### config.mk
export PLATFORM = sky130hd
export DESIGN_NAME = mdu_iter_flat
export DESIGN_NICKNAME = d
export VERILOG_FILES = /design/src/rtl/mdu_iter_pkg.sv /design/src/rtl/mdu_iter_if.sv /design/src/rtl/mdu_iter_div_step.sv /design/src/rtl/mdu_iter.sv /design/src/flat_wrapper.sv
export SDC_FILE = /design/constraint.sdc
export NUM_CORES = 1
export LEC_CHECK = 0
export CAP_MARGIN = 20
export CORE_ASPECT_RATIO = 0.7
export CORE_MARGIN = 2
export CORE_UTILIZATION = 57
export DETAILED_ROUTE_END_ITERATION = 10
export GPL_TIMING_DRIVEN = 0
export HOLD_SLACK_MARGIN = 0.06
export MAX_ROUTING_LAYER = met4
export PLACE_DENSITY = 0.79
export SLEW_MARGIN = 15
export SYNTH_ARGS = -nofsm -noshare
export SYNTH_HDL_FRONTEND = slang
export SYNTH_SLANG_ARGS = --single-unit
### constraint.sdc
create_clock -name clk -period 7.7 [get_ports clk]
set_input_delay 1.925 -clock clk [delete_from_list [all_inputs] [get_ports clk]]
set_output_delay 1.925 -clock clk [all_outputs]
set_load 0.005 [all_outputs]
### src/rtl/mdu_iter_pkg.sv
// rtl/mdu_iter_pkg.sv - op encodings, FSM states and op-decode helpers for mdu_iter
package mdu_iter_pkg;

  typedef enum logic [1:0] {
    MDU_OP_MULT  = 2'b00,
    MDU_OP_MULTU = 2'b01,
    MDU_OP_DIV   = 2'b10,
    MDU_OP_DIVU  = 2'b11
  } mdu_op_e;

  typedef enum logic [1:0] {
    ST_IDLE = 2'b00,
    ST_CALC = 2'b01,
    ST_FIX  = 2'b10,
    ST_DONE = 2'b11
  } mdu_state_e;

  function automatic logic op_is_div(input logic [1:0] op);
    return op[1];
  endfunction

  function automatic logic op_is_signed(input logic [1:0] op);
    return ~op[0];
  endfunction

endpackage

### src/rtl/mdu_iter_if.sv
// rtl/mdu_iter_if.sv - request/result bundle between the execute-stage ALU and mdu_iter
interface mdu_iter_if #(parameter int WIDTH = 32);
  logic             start_i;
  logic             cancel_i;
  logic [1:0]       op_i;
  logic [WIDTH-1:0] a_i;
  logic [WIDTH-1:0] b_i;
  logic             busy_o;
  logic             done_o;
  logic [WIDTH-1:0] hi_o;
  logic [WIDTH-1:0] lo_o;
  logic             div_zero_o;

  modport master (
    output start_i, cancel_i, op_i, a_i, b_i,
    input  busy_o, done_o, hi_o, lo_o, div_zero_o
  );

  modport slave (
    input  start_i, cancel_i, op_i, a_i, b_i,
    output busy_o, done_o, hi_o, lo_o, div_zero_o
  );
endinterface

### src/rtl/mdu_iter_div_step.sv
// rtl/mdu_iter_div_step.sv - one combinational restoring-division step
module mdu_div_step #(
  parameter int WIDTH = 32
) (
  input  logic [WIDTH-1:0] rem_i,
  input  logic [WIDTH-1:0] divisor_i,
  input  logic             bit_i,
  output logic [WIDTH-1:0] rem_o,
  output logic             q_o
);
  logic [WIDTH:0] shifted;
  logic [WIDTH:0] diff;

  // rem_i < divisor, so the shifted value fits WIDTH+1 bits and a borrow shows up in the MSB
  assign shifted = {rem_i, bit_i};
  assign diff    = shifted - {1'b0, divisor_i};
  assign q_o     = ~diff[WIDTH];
  assign rem_o   = q_o ? diff[WIDTH-1:0] : shifted[WIDTH-1:0];
endmodule

### src/rtl/mdu_iter.sv
// rtl/mdu_iter.sv - iterative signed/unsigned multiply/divide unit with {hi,lo} result
// MDU_FAST_MUL_EN: multiplies complete at the capture edge through a full-width multiplier.
module mdu_iter
  import mdu_iter_pkg::*;
#(
  parameter int WIDTH = 32
) (
  input logic       clk,
  input logic       rst,
  mdu_iter_if.slave bus
);
  localparam int CNT_W = $clog2(WIDTH) + 1;

  mdu_state_e       state_q;
  logic [CNT_W-1:0] cnt_q;
  logic [WIDTH-1:0] acc_q, sh_q, opnd_q, hi_q, lo_q;
  logic             is_div_q, sign_q, rem_sign_q;
  logic             busy_q, done_q, dz_q;

  logic             sa_d, sb_d, accept_d;
  logic [WIDTH-1:0] a_abs_d, b_abs_d, div_rem_d;
  logic             div_q_d;
  logic [WIDTH:0]   mul_sum_d;
  logic [2*WIDTH-1:0] prod_fix_d;

  assign sa_d     = op_is_signed(bus.op_i) & bus.a_i[WIDTH-1];
  assign sb_d     = op_is_signed(bus.op_i) & bus.b_i[WIDTH-1];
  assign a_abs_d  = sa_d ? -bus.a_i : bus.a_i;
  assign b_abs_d  = sb_d ? -bus.b_i : bus.b_i;
  assign accept_d = bus.start_i & ~bus.cancel_i & (state_q == ST_IDLE || state_q == ST_DONE);

  mdu_div_step #(.WIDTH(WIDTH)) u_step (
    .rem_i     (acc_q),
    .divisor_i (opnd_q),
    .bit_i     (sh_q[WIDTH-1]),
    .rem_o     (div_rem_d),
    .q_o       (div_q_d)
  );

  // Shift-add multiply: acc_q holds the running high half, sh_q the multiplier/low half
  assign mul_sum_d  = {1'b0, acc_q} + (sh_q[0] ? {1'b0, opnd_q} : '0);
  assign prod_fix_d = sign_q ? -{acc_q, sh_q} : {acc_q, sh_q};

`ifdef MDU_FAST_MUL_EN
  logic [2*WIDTH-1:0] a_ext_d, b_ext_d, fast_prod_d;
  assign a_ext_d     = {{WIDTH{op_is_signed(bus.op_i) & bus.a_i[WIDTH-1]}}, bus.a_i};
  assign b_ext_d     = {{WIDTH{op_is_signed(bus.op_i) & bus.b_i[WIDTH-1]}}, bus.b_i};
  assign fast_prod_d = a_ext_d * b_ext_d;
`endif

  always_ff @(posedge clk or posedge rst) begin
    if (rst) begin
      state_q <= ST_IDLE;
      cnt_q <= '0;
      acc_q <= '0; sh_q <= '0; opnd_q <= '0; hi_q <= '0; lo_q <= '0;
      is_div_q <= 1'b0; sign_q <= 1'b0; rem_sign_q <= 1'b0;
      busy_q <= 1'b0; done_q <= 1'b0; dz_q <= 1'b0;
    end else begin
      done_q <= 1'b0;
      case (state_q)
        ST_IDLE, ST_DONE: begin
          busy_q  <= 1'b0;
          state_q <= ST_IDLE;
          if (accept_d) begin
            dz_q       <= 1'b0;
            is_div_q   <= op_is_div(bus.op_i);
            sign_q     <= sa_d ^ sb_d;
            rem_sign_q <= sa_d;
            acc_q      <= '0;
            sh_q       <= op_is_div(bus.op_i) ? a_abs_d : b_abs_d;
            opnd_q     <= op_is_div(bus.op_i) ? b_abs_d : a_abs_d;
            if (op_is_div(bus.op_i) && bus.b_i == '0) begin
              state_q <= ST_DONE;
              done_q  <= 1'b1;
              dz_q    <= 1'b1;
              hi_q    <= bus.a_i;
              lo_q    <= '1;
`ifdef MDU_FAST_MUL_EN
            end else if (!op_is_div(bus.op_i)) begin
              state_q <= ST_DONE;
              done_q  <= 1'b1;
              {hi_q, lo_q} <= fast_prod_d;
`endif
            end else begin
              state_q <= ST_CALC;
              busy_q  <= 1'b1;
              cnt_q   <= CNT_W'(WIDTH);
            end
          end
        end
        ST_CALC: begin
          if (bus.cancel_i) begin
            state_q <= ST_IDLE;
            busy_q  <= 1'b0;
          end else begin
            if (is_div_q) begin
              acc_q <= div_rem_d;
              sh_q  <= {sh_q[WIDTH-2:0], div_q_d};
            end else begin
              acc_q <= mul_sum_d[WIDTH:1];
              sh_q  <= {mul_sum_d[0], sh_q[WIDTH-1:1]};
            end
            cnt_q <= cnt_q - 1'b1;
            if (cnt_q == CNT_W'(1)) state_q <= ST_FIX;
          end
        end
        ST_FIX: begin
          busy_q <= 1'b0;
          if (bus.cancel_i) begin
            state_q <= ST_IDLE;
          end else begin
            state_q <= ST_DONE;
            done_q  <= 1'b1;
            if (is_div_q) begin
              lo_q <= sign_q ? -sh_q : sh_q;
              hi_q <= rem_sign_q ? -acc_q : acc_q;
            end else begin
              {hi_q, lo_q} <= prod_fix_d;
            end
          end
        end
        default: state_q <= ST_IDLE;
      endcase
    end
  end

  assign bus.busy_o     = busy_q;
  assign bus.done_o     = done_q;
  assign bus.div_zero_o = dz_q;
  assign bus.hi_o       = hi_q;
  assign bus.lo_o       = lo_q;
endmodule
### src/flat_wrapper.sv
// flat-port wrapper written by rule: the top's interface ports become plain ports
module mdu_iter_flat import mdu_iter_pkg::*;
#(
  parameter int WIDTH = 32
)
  (clk, rst, bus_start_i, bus_cancel_i, bus_op_i, bus_a_i, bus_b_i, bus_busy_o, bus_done_o, bus_hi_o, bus_lo_o, bus_div_zero_o);
  mdu_iter_if #(.WIDTH(WIDTH)) bus_i ();
  input logic clk;
  input logic rst;
  input wire logic [$bits(bus_i.start_i)-1:0] bus_start_i;
  input wire logic [$bits(bus_i.cancel_i)-1:0] bus_cancel_i;
  input wire logic [$bits(bus_i.op_i)-1:0] bus_op_i;
  input wire logic [$bits(bus_i.a_i)-1:0] bus_a_i;
  input wire logic [$bits(bus_i.b_i)-1:0] bus_b_i;
  output wire logic [$bits(bus_i.busy_o)-1:0] bus_busy_o;
  output wire logic [$bits(bus_i.done_o)-1:0] bus_done_o;
  output wire logic [$bits(bus_i.hi_o)-1:0] bus_hi_o;
  output wire logic [$bits(bus_i.lo_o)-1:0] bus_lo_o;
  output wire logic [$bits(bus_i.div_zero_o)-1:0] bus_div_zero_o;
  assign bus_i.start_i = bus_start_i;
  assign bus_i.cancel_i = bus_cancel_i;
  assign bus_i.op_i = bus_op_i;
  assign bus_i.a_i = bus_a_i;
  assign bus_i.b_i = bus_b_i;
  assign bus_busy_o = bus_i.busy_o;
  assign bus_done_o = bus_i.done_o;
  assign bus_hi_o = bus_i.hi_o;
  assign bus_lo_o = bus_i.lo_o;
  assign bus_div_zero_o = bus_i.div_zero_o;
  mdu_iter #(.WIDTH(WIDTH)) u_core (.clk(clk), .rst(rst), .bus(bus_i));
endmodule
### Word level (Yosys, flattened, before mapping)

Cells that the tools add are included.

* bits in registers: 174
* input port bits: 70
* word-level logic and storage cells: 96
* output and inout port bits: 67

* reduce and logical (&&, ||, !) cells: 11
* equal/unequal tests: 11
* bitwise operators: 8
* $add $sub $neg: 8
* mux-type cells: 45

Operators with widths (count)
* two-way mux 32 bit: 22
* case mux 32 bit (2 select lines): 4
* negator 32 bit: 4
* two-way mux 64 bit: 1
* negator 64 bit: 1
* adder 32 x 33 -> 33 bit: 1
* subtractor 33 x 32 -> 33 bit: 1
* logical NOT 32 bit: 1
* two-way mux 6 bit: 3
* case mux 6 bit (2 select lines): 1
* two-way mux 2 bit: 5
* != test 2 bit (second input constant): 4
* AND reduction 4 bit: 2
* equality test 6 x 1 -> 1 bit (second input constant): 1
* two-way mux 1 bit: 6
* case mux 2 bit (3 select lines): 1
* subtractor 6 x 1 -> 6 bit (second input constant): 1
* AND 1 bit: 4
* equality test 2 bit (second input constant): 2
* != test 2 x 1 -> 1 bit (second input constant): 2
* nonzero test 2 bit: 2
* != test 3 x 2 -> 1 bit (second input constant): 1
* inverter 1 bit: 3
* case mux 1 bit (3 select lines): 1
* other kinds (9): 9

### Depth between registers and ports, before layout

Gate-level depths: netlist (run 1).

* depth after elaboration: 6
* mapped depth: 15
* mapped depth without buffers: 14

### Hierarchy

A second synthesis (run 1) with hierarchy kept.

* cells, all modules: 1865
* area total of the unflattened synthesis: 15180.8 um2

By module, submodules not included
* mdu_iter: cells an instance 1560, area an instance 12822.3 um2, times used 1, seq. area each 4354.2 um2
* mdu_div_step: cells an instance 305, area an instance 2358.5 um2, times used 1, seq. area each 0.0 um2

### Worst setup path before layout (run 1)

Ideal clock, no wire load.

* kind: input to register
* start: in bus_a_i[0]
* end: reg u_core.sh_q[30]
* data arrival time: 4169 ps
* setup slack: 3394 ps
* data required time: 7563 ps
* stages: 11
* path buffers: 0
* path through: inv_1 -> ha_1 -> or3b_2 -> or4_1 -> nor2_1 -> nand3_1 -> o41ai_1 -> xor2_1 -> mux2i_1 -> o21ai_1 -> a21oi_1

* word-level cells in the longest chain between the ends: 5

RTL lines
* start, declared: RTL line flat_wrapper.sv:13 `input wire logic [$bits(bus_i.a_i)-1:0] bus_a_i;`
* negator 32 bit: RTL line mdu_iter.sv:28 `assign a_abs_d = sa_d ? -bus.a_i : bus.a_i;`
* two-way mux 32 bit: RTL line mdu_iter.sv:28
* two-way mux 32 bit: RTL line mdu_iter.sv:70 `sh_q <= op_is_div(bus.op_i) ? a_abs_d : b_abs_d;`
* two-way mux 32 bit: RTL line mdu_iter.sv:64 `if (accept_d) begin`
* case mux 32 bit (2 select lines): RTL line mdu_iter.sv:60 `case (state_q)`
* end signal, assigned: RTL line mdu_iter.sv:70
* end signal, assigned: RTL line mdu_iter.sv:98 `sh_q <= {sh_q[WIDTH-2:0], div_q_d};`
* end signal, assigned: RTL line mdu_iter.sv:101 `sh_q <= {mul_sum_d[0], sh_q[WIDTH-1:1]};`
* end, declared: RTL line mdu_iter.sv:16 `logic [WIDTH-1:0] acc_q, sh_q, opnd_q, hi_q, lo_q;`

No other way between the ends. The select of a mux whose other input is x is not followed.
A chain may end at the register's enable or synchronous reset.

### Worst setup path in the final report (run 1)

* start: reg u_core.sh_q[0]
* end: reg u_core.acc_q[30]

* word-level cells in the longest chain between the ends: 5

RTL lines
* two-way mux 32 bit: RTL line mdu_iter.sv:41 `assign mul_sum_d = {1'b0, acc_q} + (sh_q[0] ? {1'b0, opnd_q} : '0);`
* adder 32 x 33 -> 33 bit: RTL line mdu_iter.sv:41
* two-way mux 32 bit: RTL line mdu_iter.sv:96 `if (is_div_q) begin`
* two-way mux 32 bit: RTL line mdu_iter.sv:92 `if (bus.cancel_i) begin`
* case mux 32 bit (2 select lines): RTL line mdu_iter.sv:60
* end signal, assigned: RTL line mdu_iter.sv:97 `acc_q <= div_rem_d;`
* end signal, assigned: RTL line mdu_iter.sv:100 `acc_q <= mul_sum_d[WIDTH:1];`
* end, declared: RTL line mdu_iter.sv:16

No other way between the ends. The select of a mux whose other input is x is not followed.

==> results of run 1 <==
-- critical path, delay by kind of cell (launching register included) --
| family | cells | cell delay (ps) |
|---|---|---|
| AOI/OAI and AO/OA | 9 | 3120 |
| buffers and inverters | 2 | 800 |
| DFF | 1 | 500 |
| and+or+nand+nor | 2 | 350 |
| adders and majority gates | 1 | 350 |
-- state kept, by name (all words and copies together), names as in the netlist --
signal / flops
u_core.acc_q: 32
u_core.bus.busy_o: 1
u_core.bus.div_zero_o: 1
u_core.bus.done_o: 1
u_core.bus.hi_o: 32
u_core.bus.lo_o: 32
u_core.cnt_q: 6
u_core.is_div_q: 1
u_core.opnd_q: 32
u_core.rem_sign_q: 1
u_core.sh_q: 32
u_core.sign_q: 1
u_core.state_q: 2
-- report_power, final --
| part | switching (mW) | internal (mW) |
|---|---|---|
| sequential | 0.503 | 1.32 |
| clock | 0.440 | 0.430 |
| combinational | 3.20 | 2.10 |
-- how the worst max path moves through the flow --
| stage | to | depth (start not counted) |
|---|---|---|
| 3_5_place_dp | u_core.bus.lo_o[19] | 11 |
| 6_report | u_core.acc_q[30] | 14 |
| 4_1_cts | u_core.acc_q[30] | 14 |
| 5_1_grt | u_core.acc_q[30] | 14 |
| 2_1_floorplan | u_core.acc_q[0] | 1 |
| 3_3_place_gp | u_core.bus.hi_o[5] | 2 |
-- Yosys cell counts, types with 12 or more instances --
cell type    n
a31oi_1     47
o21ai_1     20
o41ai_1     12
xor2_1     103
nand2b_1    14
o211ai_1    12
o21ai_2     15
dfrtp_1    174
clkbuf_1    85
mux2i_1     43
mux2_2      30
nor2_1     210
nand2_1    186
and3_1      18
xnor2_1     68
nor3_1      34
o31ai_1     26
nand4_1     13
a22oi_1     15
a211oi_1    34
or4_1       14
nand3_1     28
nor2b_1     20
ha_1        72
a21oi_1    181
o21ai_0    167
a21o_1      34
inv_1       63
-- cell type report --
class / instances / area [um^2]
flip-flops and latches: 174 / 4350
repair buffers: 135 / 1370
multi-input cells: 1541 / 9870
plain buffers: 112 / 487
diodes: 1 / 2.50
clock inverters: 15 / 145
well taps: 331 / 414
inverters: 64 / 248
fillers: 2229 / 8440
clock buffers: 17 / 425
-- cells by family (layout without fill, tap and decap cells) --
logic type,count (synthesis),in the layout,synth area share [%]
adders and majority gates,74,74,6.29
other,0,1,0
AOI/OAI and AO/OA,626,626,25.6
muxes,73,73,5.14
xor gates and xnor gates,172,172,10.2
DFF,174,174,29.1
and+or+nand+nor,596,596,18.7
buffers and inverters,176,343,4.86
-- per-layer routing --
metal | vias up | track usage [%]
met5 | - | -
met3 | 117 | 9.60
met4 | 0 | 11.3
met1 | 7534 | 62.4
li1 | 7108 | -
met2 | 1109 | 55.1
-- per-stage QoR --
step           util [%]  total power [mW]  hold WS (ps)  instance area [um^2]
5_1_grt            67.2              8.50           503                 17300
2_1_floorplan         -              5.19           450                 14900
3_5_place_dp       65.0              6.90           471                 16700
4_1_cts            67.2              7.80           488                 17300
6_report           67.2              8.00           486                 17300
3_3_place_gp       64.8              6.80           462                 16700
==> impl_metrics.ini, run 1 <==
[status]
status = complete, no violations

[cts]
cts_made_buffers = 17
cts_max_level = 4
cts_resized = 0
cts_sinks = 174
clkTransAtPathRegs_ps = 70
cts_root_buffer = clkbuf_16
hold_buffers = 0
post_cts_buffers = 0
clock_latency_ps = 460
cts_buffer_depth = 2
cts_tree = done

[die]
coreArea_um2 = 25700
rows = 49
fp.dieW_um = 198
start_util_pct = 58.1
boundaryPins = 137
die_area_um2 = 27600
die_y_um = 139

[logic_synthesis]
ys_dominant_reg_cell = dfrtp_1
syn_area_per_cell_um2 = 7.90
syn-num-nets = 2035
synth_edf_count = 0
synthDistinctLibCells = 80
yosysWarnings = 0
syn_area_um2 = 14900
synthArstFlopShare_pct = 100
ys_ff_latch = 174
synth_top_area_share_pct = 29.1
yosysTopAreaCell = dfrtp_1
synthTopCellsByArea = dfrtp_1 (29%), a21oi_1 (6.1%), xor2_1 (6.0%)
synthesis.instances = 1891
ys_seq_area_share_pct = 29.1

[route]
top_layer = met4
wl_per_cell_um = 23.2
wl_met2_um = 21900
via_count = 15868
drc = 0
wl_met1_um = 24700
ant_nets = 0
wirelength_um = 55400
via_per_inst = 6.64
drt_iter0_drc = 2336
wl_met3_um = 7320
firstDrtPassIters = 5

[setup_path]
reg2reg_depth = 14
timing.rr.end = u_core.acc_q[30]
r2r-start = u_core.sh_q[0]
worstPathArrival_ps = 5580
path_cells = inv_1 -> clkbuf_1 -> nor2_1 -> ha_1 -> a2111oi_0 -> o21ai_0 -> nand3b_1 -> a21boi_0 -> o41ai_1 -> o21ai_0 -> a311oi_1 -> a211oi_1 -> o21ai_0 -> o21ai_0
crit_type = register to register
end_kind = register
critPathLaunchType = register
cp_max_fo = 10
cpPeakStageDelay_ps = 1120
reg2reg_setup_slack_ps = 2450
crit_slowest_cell = o41ai_1
cp-startpoint = u_core.sh_q[0]
cpMostUsedCell = o21ai_0
cp.required_ps = 8030

[layout]
area_growth_pct = 15.8
final_cells = 2390
layout_commonest_cell = nor2_1
final_cell_mix = nor2_1 (210), nand2_1 (186), a21oi_1 (181)
fin_nets = 2189
drive_gt1_share_pct = 6.22

[sta]
setup_violations = 0
tightest_slew_ps = 1220
slew_headroom_pct = 17.6
hold_viol = 0
min_period_ps = 5250
grt_setup_unrepaired = no
worst_slack_ps = 2450
fin_skew_ps = 14.1
fin_tns_setup_ps = 0
fmax_mhz = 191
drv_slew = 0
period_share_pct = 68.2

[grt]
grt_pass1_vias = 14579
grt-ovfl-total = 0
grtUsageTotal_pct = 41.6
grt_max_degree = 91
grt_pass1_wl_um = 84800
antenna_found_initial = 1

[place]
place_ws_ps = 2280
routabilityCongestion = 1.04
place_inst = 2356
io_buffers = 133
dp_hpwl_um = 43500

[power_and_ir_drop]
leakage_nw = 7.41
power-per-cell-area_nw_per_um2 = 462
ir_drop_mv = 0.212

[hold_path]
hold_path_startpoint = u_core.bus.hi_o[6]
min_to = u_core.bus.hi_o[6]
hp-class = register to register
hold_depth = 2

[run]
maxCapViolCount = 0
Power figures use the tool's default switching activity.
==> run 2: changes to the inputs <==
==> constraint.sdc (replaced) <==
create_clock -name clk -period 5.2 [get_ports clk]
set_input_delay 1.3 -clock clk [delete_from_list [all_inputs] [get_ports clk]]
set_output_delay 1.3 -clock clk [all_outputs]
set_load 0.005 [all_outputs]
==> impl_metrics.ini, run 2 (same netlist as run 1, synthesis figures left out) <==
[sta]
hold_viol = 0
drv_slew = 0
period_share_pct = 93.2
fin_skew_ps = 11.3
worst_slack_ps = 355
grt_setup_unrepaired = no
fin_tns_setup_ps = 0
worst_hold_slack_ps = 480
tightest_slew_ps = 1170
slew_headroom_pct = 21.5
fmax_mhz = 206
setup_violations = 0
min_period_ps = 4840

[route]
drt_iter0_drc = 2321
firstDrtPassIters = 6
via_per_inst = 6.67
ant_nets = 0
wl_per_cell_um = 23.4
drc = 0
via_count = 15955
wirelength_um = 56000

[grt]
antenna_found_initial = 1
grtUsageTotal_pct = 41.9
grt_pass1_wl_um = 85500
grt_max_degree = 34
grt-ovfl-total = 0
grt_pass1_vias = 14433

[die]
boundaryPins = 137
coreArea_um2 = 25700
start_util_pct = 58.1
die_y_um = 139
rows = 49
fp.dieW_um = 198
die_area_um2 = 27600

[layout]
layout_commonest_cell = nor2_1
drive_gt1_share_pct = 6.40
fillCellCount = 2228
final_cell_mix = nor2_1 (210), nand2_1 (186), a21oi_1 (181)
fin_nets = 2192
area_growth_pct = 16.6
final_cells = 2393

[power_and_ir_drop]
power-per-cell-area_nw_per_um2 = 688
ir_drop_mv = 0.338
leakage_nw = 7.47

[hold_path]
hold_path_startpoint = u_core.bus.hi_o[8]
hp-class = register to register

[status]
status = complete, no violations

[cts]
hold_buffers = 0
cts_resized = 0
clkTransAtPathRegs_ps = 80
cts_buffer_depth = 2
cts_root_buffer = clkbuf_16
clock_latency_ps = 450
cts_max_level = 4
post_cts_buffers = 0
cts_tree = done
cts_sinks = 174
cts_made_buffers = 17

[setup_path]
cpPeakStageDelay_ps = 770
cp.required_ps = 5560
critPathLaunchType = register
crit_type = register to register
r2r-start = u_core.sh_q[0]
worstPathArrival_ps = 5210
end_kind = register
path_buf_inv = 2
cp-startpoint = u_core.sh_q[0]
path_cells = inv_1 -> clkbuf_1 -> nor2_1 -> ha_1 -> a2111oi_0 -> o21ai_0 -> nand3b_1 -> a21boi_0 -> o41ai_2 -> o21ai_0 -> a211oi_1 -> o21ai_0 -> o21ai_0
path_delay_family = compound AO/OA/AOI/OAI gates
cp_max_fo = 10
cpMostUsedCell = o21ai_0
crit_slowest_cell = o41ai_2

[place]
io_buffers = 133
dp_hpwl_um = 43600
routabilityCongestion = 1.04
place_ws_ps = 166
place_inst = 2360

[run]
maxCapViolCount = 0
run 2: cell count changes in the layout (fill, tap and decap cells not counted), sizes merged:
cell / previous run / this run
inv: 72 / 68
buf: 29 / 32
clkinv: 6 / 5
bufinv: 0 / 3
clkinvlp: 1 / 2
clkbuf: 102 / 103
run 2: final timing paths:
check,cells after the start,slack (ps),endpoint
min in group asynchronous,2,1310,u_core.cnt_q[0]
hold reg to reg,2,480,u_core.bus.hi_o[8]
hold / removal,2,480,u_core.bus.hi_o[8]
setup reg to reg,13,360,u_core.acc_q[30]
setup / recovery,13,360,u_core.acc_q[30]
max in group asynchronous,4,3060,u_core.bus.hi_o[9]
run 2: stage by stage:
stage               instance area (um^2)  power (mW)  util (%)
floorplan                          15000        7.68         -
global placement                   16700        10.1      64.8
detailed placement                 16800        10.2      65.2
CTS                                17400        11.7      67.6
global route                       17400        12.7      67.7
finish                             17400        12.0      67.7
run 2: power breakdown:
group / internal, mW / total (mW) / switching, mW
clock network: 0.779 / 1.41 / 0.636
logic: 3.12 / 7.88 / 4.76
registers: 1.95 / 2.70 / 0.751
total: 5.84 / 12.0 / 6.15
run 2: cell type report:
class                      instances  area [um^2]  share of cell area [%]
multi-input combinational       1541         9870                    56.7
sequential                       174         4350                    25.0
timing repair buffer             138         1430                    8.21
buffer                           112          487                    2.79
clock buffer                      18          439                    2.52
tap                              331          414                    2.38
inverter                          64          244                    1.40
clock inverter                    14          178                    1.02
antenna                            1         2.50                  0.0144
run 2: routing by layer:
layer | share of wire (%) | GRT usage, % | up-vias | routed length [um]
met5 | 0 | - | - | 0
met4 | 2.2 | 8.98 | 0 | 1230
met3 | 15 | 10.8 | 122 | 8250
met2 | 39 | 55.3 | 1176 | 21900
met1 | 44 | 63.5 | 7561 | 24600
li1 | - | - | 7096 | -
run 2: worst min-delay path, stage by stage (launching register included):
cell     delay, ps
dfrtp_1        340
nand2_1         60
o21ai_2         50
